<file path="src/rtl/step_counter.sv">
// Signed step counter: clamps at MIN and MAX, always skips over the forbidden value INV, and has a clamped load.
// Define STEP_COUNTER_WRAP_EN to make an up/down step wrap to MIN/MAX instead of holding.
module step_counter #(
  parameter int WIDTH   = 10,
  parameter int MIN     = -230,
  parameter int MAX     = 235,
  parameter int INV     = -11,
  parameter int STEP_UP = 5,
  parameter int STEP_DN = 9,
  parameter int RST_VAL = -50
) (
  input  logic             clk,
  input  logic             rst,
  input  logic             en,
  input  logic             mode,
  input  logic             load,
  input  logic [WIDTH-1:0] load_val,
  output logic [WIDTH-1:0] cnt,
  output logic             sat
);

  // Two guard bits keep the sum and the skip target from overflowing.
  typedef logic signed [WIDTH+1:0] ext_t;

  localparam ext_t P_MIN = ext_t'(MIN);
  localparam ext_t P_MAX = ext_t'(MAX);
  localparam ext_t P_INV = ext_t'(INV);
  localparam ext_t P_UP  = ext_t'(STEP_UP);
  localparam ext_t P_DN  = ext_t'(STEP_DN);
  localparam ext_t P_RST = ext_t'(RST_VAL);

  ext_t cur, lv, tgt, nxt_cnt;
  logic nxt_sat;

  always_comb begin
    cur     = {{2{cnt[WIDTH-1]}}, cnt};
    lv      = {{2{load_val[WIDTH-1]}}, load_val};
    tgt     = cur;
    nxt_cnt = cur;
    nxt_sat = 1'b0;
    if (load) begin
      if (lv < P_MIN)      tgt = P_MIN;
      else if (lv > P_MAX) tgt = P_MAX;
      else                 tgt = lv;
      if (tgt == P_INV)    tgt = P_INV + ext_t'(1);
      nxt_cnt = tgt;
      nxt_sat = (tgt != lv);
    end else if (en) begin
      if (mode) begin
        tgt = cur + P_UP;
        if (tgt == P_INV) tgt = tgt + P_UP;
        if (tgt > P_MAX) begin
          nxt_sat = 1'b1;
`ifdef STEP_COUNTER_WRAP_EN
          nxt_cnt = P_MIN;
`else
          nxt_cnt = cur;
`endif
        end else begin
          nxt_cnt = tgt;
        end
      end else begin
        tgt = cur - P_DN;
        if (tgt == P_INV) tgt = tgt - P_DN;
        if (tgt < P_MIN) begin
          nxt_sat = 1'b1;
`ifdef STEP_COUNTER_WRAP_EN
          nxt_cnt = P_MAX;
`else
          nxt_cnt = cur;
`endif
        end else begin
          nxt_cnt = tgt;
        end
      end
    end
  end

  always_ff @(posedge clk) begin
    if (rst) begin
      cnt <= P_RST[WIDTH-1:0];
      sat <= 1'b0;
    end else begin
      cnt <= nxt_cnt[WIDTH-1:0];
      sat <= nxt_sat;
    end
  end

endmodule

</file>
<file path="config.mk">
export PLATFORM = sky130hd
export DESIGN_NAME = step_counter
export DESIGN_NICKNAME = d
export VERILOG_FILES = /design/src/rtl/step_counter.sv
export SDC_FILE = /design/constraint.sdc
export NUM_CORES = 1
export LEC_CHECK = 0
export BUFFER_PORTS_ARGS = -buffer_cell sky130_fd_sc_hd__buf_4
export CAP_MARGIN = 20
export CELL_PAD_IN_SITES_DETAIL_PLACEMENT = 0
export CELL_PAD_IN_SITES_GLOBAL_PLACEMENT = 1
export CORE_UTILIZATION = 38
export DETAILED_ROUTE_END_ITERATION = 12
export GPL_TIMING_DRIVEN = 0
export PLACE_DENSITY_LB_ADDON = 0.1
export SETUP_SLACK_MARGIN = 0.02
export SLEW_MARGIN = 20
export SYNTH_ARGS = -nofsm -noshare
export SYNTH_HDL_FRONTEND = slang
export SYNTH_SLANG_ARGS = --single-unit
</file>
<file path="constraint.sdc">
create_clock -name clk -period 2.7 [get_ports clk]
set_input_delay 0.405 -clock clk [delete_from_list [all_inputs] [get_ports clk]]
set_output_delay 0.405 -clock clk [all_outputs]
set_load 0.01 [all_outputs]
</file>
Yosys cells after proc, flatten, opt, wreduce, memory -nomap -nowiden
Cells that the tools add are included.

word-level totals
  register bits after elaboration = 11
  input port bits = 15
  output and inout port bits = 11
  word-level logic and storage cells = 41

cells by class
  $add $sub $neg = 4
  $lt $le $gt $ge = 4
  equal/unequal tests = 6
  mux-type cells = 23
  reduce and logical (&&, ||, !) cells = 2

operator list
  cell                   count
  $mux 12                13
  $mux 10                5
  $eq 11x5->1 const B    2
  $add 11x4->12 const B  1
  $eq 12x5->1 const B    1
  $gt 12x9->1 const B    1
  $lt 12x9->1 const B    1
  $ne 12x10->1           1
  $sub 11x5->12 const B  1
  $add 10x4->11 const B  1
  $sub 10x5->11 const B  1
  $gt 10x9->1 const B    1
  $lt 10x9->1 const B    1
  $ne 3x3->1 const B     2
  $mux 1                 5
  $reduce_and 3->1       1
  $reduce_bool 2->1      1

Longest topological paths before layout
  depth in word-level cells = 11
  gate-level depth with buffers = 12
  mapped depth without buffers = 10

Worst setup path after synthesis
No wires, ideal clock.

  kind = register -> register
  start point = register cnt[2]
  end point = register cnt[4]
  setup time = 117 ps
  data arrival time = 2638 ps
  data required time = 2583 ps
  path slack = -56 ps
  stages on the path, launching flop included = 13
  path through = dfxtp_1 -> buf_2 -> inv_1 -> ha_1 -> a21boi_1 -> nor3_1 -> or4_1 -> a32oi_1 -> o22ai_2 -> nor2_4 -> buf_6 -> o31ai_2 -> a32o_1

between the ends
  cells in the longest elaborated chain, start to end = 10
  elaborated cells between the ends (all ways) = 24

ends and longest elaborated chain
  element                                                 RTL line  source
  start, declared                                         18        output logic [WIDTH-1:0] cnt,
  start signal, assigned                                  81        cnt <= P_RST[WIDTH-1:0];
  start signal, assigned                                  84        cnt <= nxt_cnt[WIDTH-1:0];
  branches (longest 10 deep; another with $add 11x4->12)  -

Parallel ways; which one is timed is not known. The select of a mux whose other input is x is not followed.
A chain may end at the register's enable or synchronous reset.

Worst setup path after layout
  start point = register cnt[0]
  end point = register cnt[9]

Same word-level chain as after synthesis.

==> run_results.csv <==
group,metric,value,unit
yosys,synth_ff_type,"dfxtp_1",
detailed_routing,post_drt_wl_per_cell,19.6,um
timing,fmax,375,MHz
yosys,yosysWarnings,0,
yosys,synth.most_common_cell,"nor2_1",
placed_design,place_ws,-0.733,ns
yosys,synth.top_cell.area_share,12.9,%
clock_network,h-tree-depth,1,
placed_design,finalWeightedCongestion,0.905,
finish,layout-drive-gt1-share,40.2,%
timing,fin_crit,2.66,ns
timing,relSlewSlack,56.1,%
critical_path,cp_data_arrival_time,2.78,ns
floorplanning,dieArea,0.00477,mm2
clock_network,cts_buffers,3,
floorplanning,io_pins,26,
critical_path,r2r-start,"cnt[0]$_SDFFE_PP0P_",
yosys,synth_fp_nets,256,
critical_path,setup.worst_path.start,"cnt[0]$_SDFFE_PP0P_",
yosys,synth_top_area_cell,"dfxtp_1",
critical_path,reg2reg_slack,0.04,ns
placed_design,hpwl,4.46,mm
critical_path,r2r_cells,10,
yosys,syn-mean-instance-area,7.30,um2
yosys,synth_seq_area_share,12.9,%
timing,setup_ws,0.0353,ns
critical_path,startpoint_type,"flip-flop",
timing,hold_viol,0,
status,status,"finished clean",
yosys,synth-edff-count,0,
global_route,grt_max_degree,11,
timing,slew_violations,0,
critical_path,crit_required,2.82,ns
floorplanning,core.rowCount,24,
min_path,whs_path_depth,3,
global_route,grt_pass1_vias,1872,
detailed_routing,drt_iter0_drc,262,
yosys,synthDistinctLibCells,67,
finish,area_growth,46.7,%
pwr,power,953,uW
pwr,powerDensity,380,mW/mm2
global_route,grt_pass1_wl,9.71,mm
timing,finalCritPeriodShare,98.7,%
global_route,antenna_found_initial,0,
detailed_routing,ant_nets,0,
critical_path,crit_fanout,7,
finish,postLayoutCoreUtil,58.0,%
detailed_routing,wl,6.63,mm
critical_path,r2r-end,"cnt[9]$_SDFFE_PP1P_",
clock_network,cts.reportedPaths.clkPinSlew,0.06,ns
yosys,syn-cell-area,0.00171,mm2
timing,tightest_slew,0.659,ns
clock_network,cts_max_path_buffers,2,
floorplanning,core,0.00432,mm2
detailed_routing,vias,2172,
clock_network,clk_latency,0.25,ns
critical_path,critPathKind,"reg -> reg",
detailed_routing,vias_per_cell,6.43,
yosys,synth.area.top_cells,"dfxtp_1 13%, ha_1 5.1%, nor2_1 4.2%, xnor2_1 4.1%, nand2_1 4.0%",
global_route,grt.total_usage,25.4,%
min_path,hold_path_class,"in -> reg",
floorplanning,die_h,69.0,um
yosys,ys_seq_elements,11,
clock_network,tritoncts,"done",
pwr,leakage,0.000946,uW
placed_design,io_buffers,25,
floorplanning,initial_utilization,39.5,%
finish,diodes,0,
global_route,grt_remaining_overflow,0,
critical_path,crit_end,"cnt[9]$_SDFFE_PP1P_",
timing,finalSetupViolCount,0,
yosys,yosys-top-cells-count,"19 x nor2_1, 18 x nand2_1, 13 x a21oi_1, 11 x dfxtp_1, 9 x o21ai_0",
timing,clock_skew,0.00245,ns
clock_network,clock_sinks,11,
pwr,peakVddDrop,0.192,mV
finish,nets,309,
critical_path,end_kind,"flip-flop",
floorplanning,die_w,69.0,um
detailed_routing,first_pass_iters,5,
job,drv_cap,0,
detailed_routing,drcViolationCount,0,
clock_network,clockRootBuffer,"clkbuf_8",
yosys,async_flop_share,0,%
yosys,synthCells,234,
-- cell usage in the layout (no fill, tap or decap), drive strengths merged, types with 5 or more instances in the layout --
cell	instances
buf	57
nor2	20
nand2	18
a21oi	13
clkbuf	13
dfxtp	11
o21ai	10
xnor2	8
nor3	8
nand3	7
ha	7
inv	7
a211oi	7
a21boi	6
and3	6
o2111ai	5
-- worst min path at each step --
stage | startpoint | end | slack [ns]
2_1_floorplan | en | sat$_SDFF_PP0_ | 0.58
3_5_place_dp | cnt[1]$_SDFFE_PP1P_ | cnt[1]$_SDFFE_PP1P_ | 0.60
6_report | en | sat$_SDFF_PP0_ | 0.48
5_1_grt | en | sat$_SDFF_PP0_ | 0.51
4_1_cts | en | sat$_SDFF_PP0_ | 0.48
3_3_place_gp | cnt[1]$_SDFFE_PP1P_ | cnt[1]$_SDFFE_PP1P_ | 0.60
-- report_power, final --
| group | switching (uW) | total, uW | internal [uW] |
|---|---|---|---|
| Clock | 77.1 | 182 | 104 |
| Sequential | 23.0 | 202 | 179 |
| Combinational | 321 | 570 | 249 |
-- worst max-delay path, cell delays in order (launching register included) --
cell and delay (ns):
dfxtp_4 0.42, ha_2 0.28, o211a_4 0.25, xor2_1 0.21, a41o_1 0.29, nand4_1 0.20
o22ai_4 0.24, nor2_4 0.10, buf_4 0.15, a2111oi_2 0.31, a311oi_1 0.08
-- area by class of cell --
class / count / area [um2]
fill: 389 / 1820
multi-input combinational: 196 / 1620
timing repair buffer: 49 / 375
sequential: 11 / 233
buffer: 17 / 109
tap: 52 / 65.1
inverter: 9 / 57.6
clock buffer: 4 / 45.0
-- kinds of logic (layout without fill, tap and decap cells) --
kind of cell | Yosys count | in the layout | share of synthesized area, %
compound gates | 86 | 86 | 37.9
xor+xnor | 9 | 9 | 4.62
flops | 11 | 11 | 12.9
mux | 4 | 4 | 2.34
buf+inv | 27 | 79 | 7.40
fa+ha+maj | 8 | 8 | 5.71
simple gates | 89 | 89 | 29.1
-- sequential cells by signal, summed over array words and instances (netlist names) --
name,cells
cnt,10
sat,1
-- metrics by stage --
step / cell area (um2) / hold slack, ns / setup TNS [ns] / std cells
2_1_floorplan: 1710 / 0.577 / 0 / 234
3_3_place_gp: 1960 / 0.599 / -6.87 / 311
3_5_place_dp: 1960 / 0.600 / -6.15 / 311
4_1_cts: 2160 / 0.479 / 0 / 323
5_1_grt: 2510 / 0.509 / -0.539 / 338
6_report: 2510 / 0.478 / 0 / 338
-- metal layers --
metal / GRT usage [%] / vias up / routed length, um / part of all wire (%)
met1: 34.6 / 1040 / 2910 / 44
li1: - / 1016 / - / -
met5: 0 / - / 0 / 0
met3: 2.34 / 16 / 316 / 4.8
met4: 9.52 / 0 / 113 / 1.7
met2: 41.2 / 100 / 3290 / 50
-- repair_timing --
| item | CTS | global route |
|---|---|---|
| gates resized for setup | 27 | 51 |
| hold endpoints to repair | 0 | 0 |
| cloned | 1 | 0 |
| buffers inserted | 7 | 16 |
| setup endpoints to repair | 11 | 10 |
| pin swaps | 7 | 9 |
| hold buffers | 0 | 0 |
Note: power is estimated with default switching activity, not from simulation.
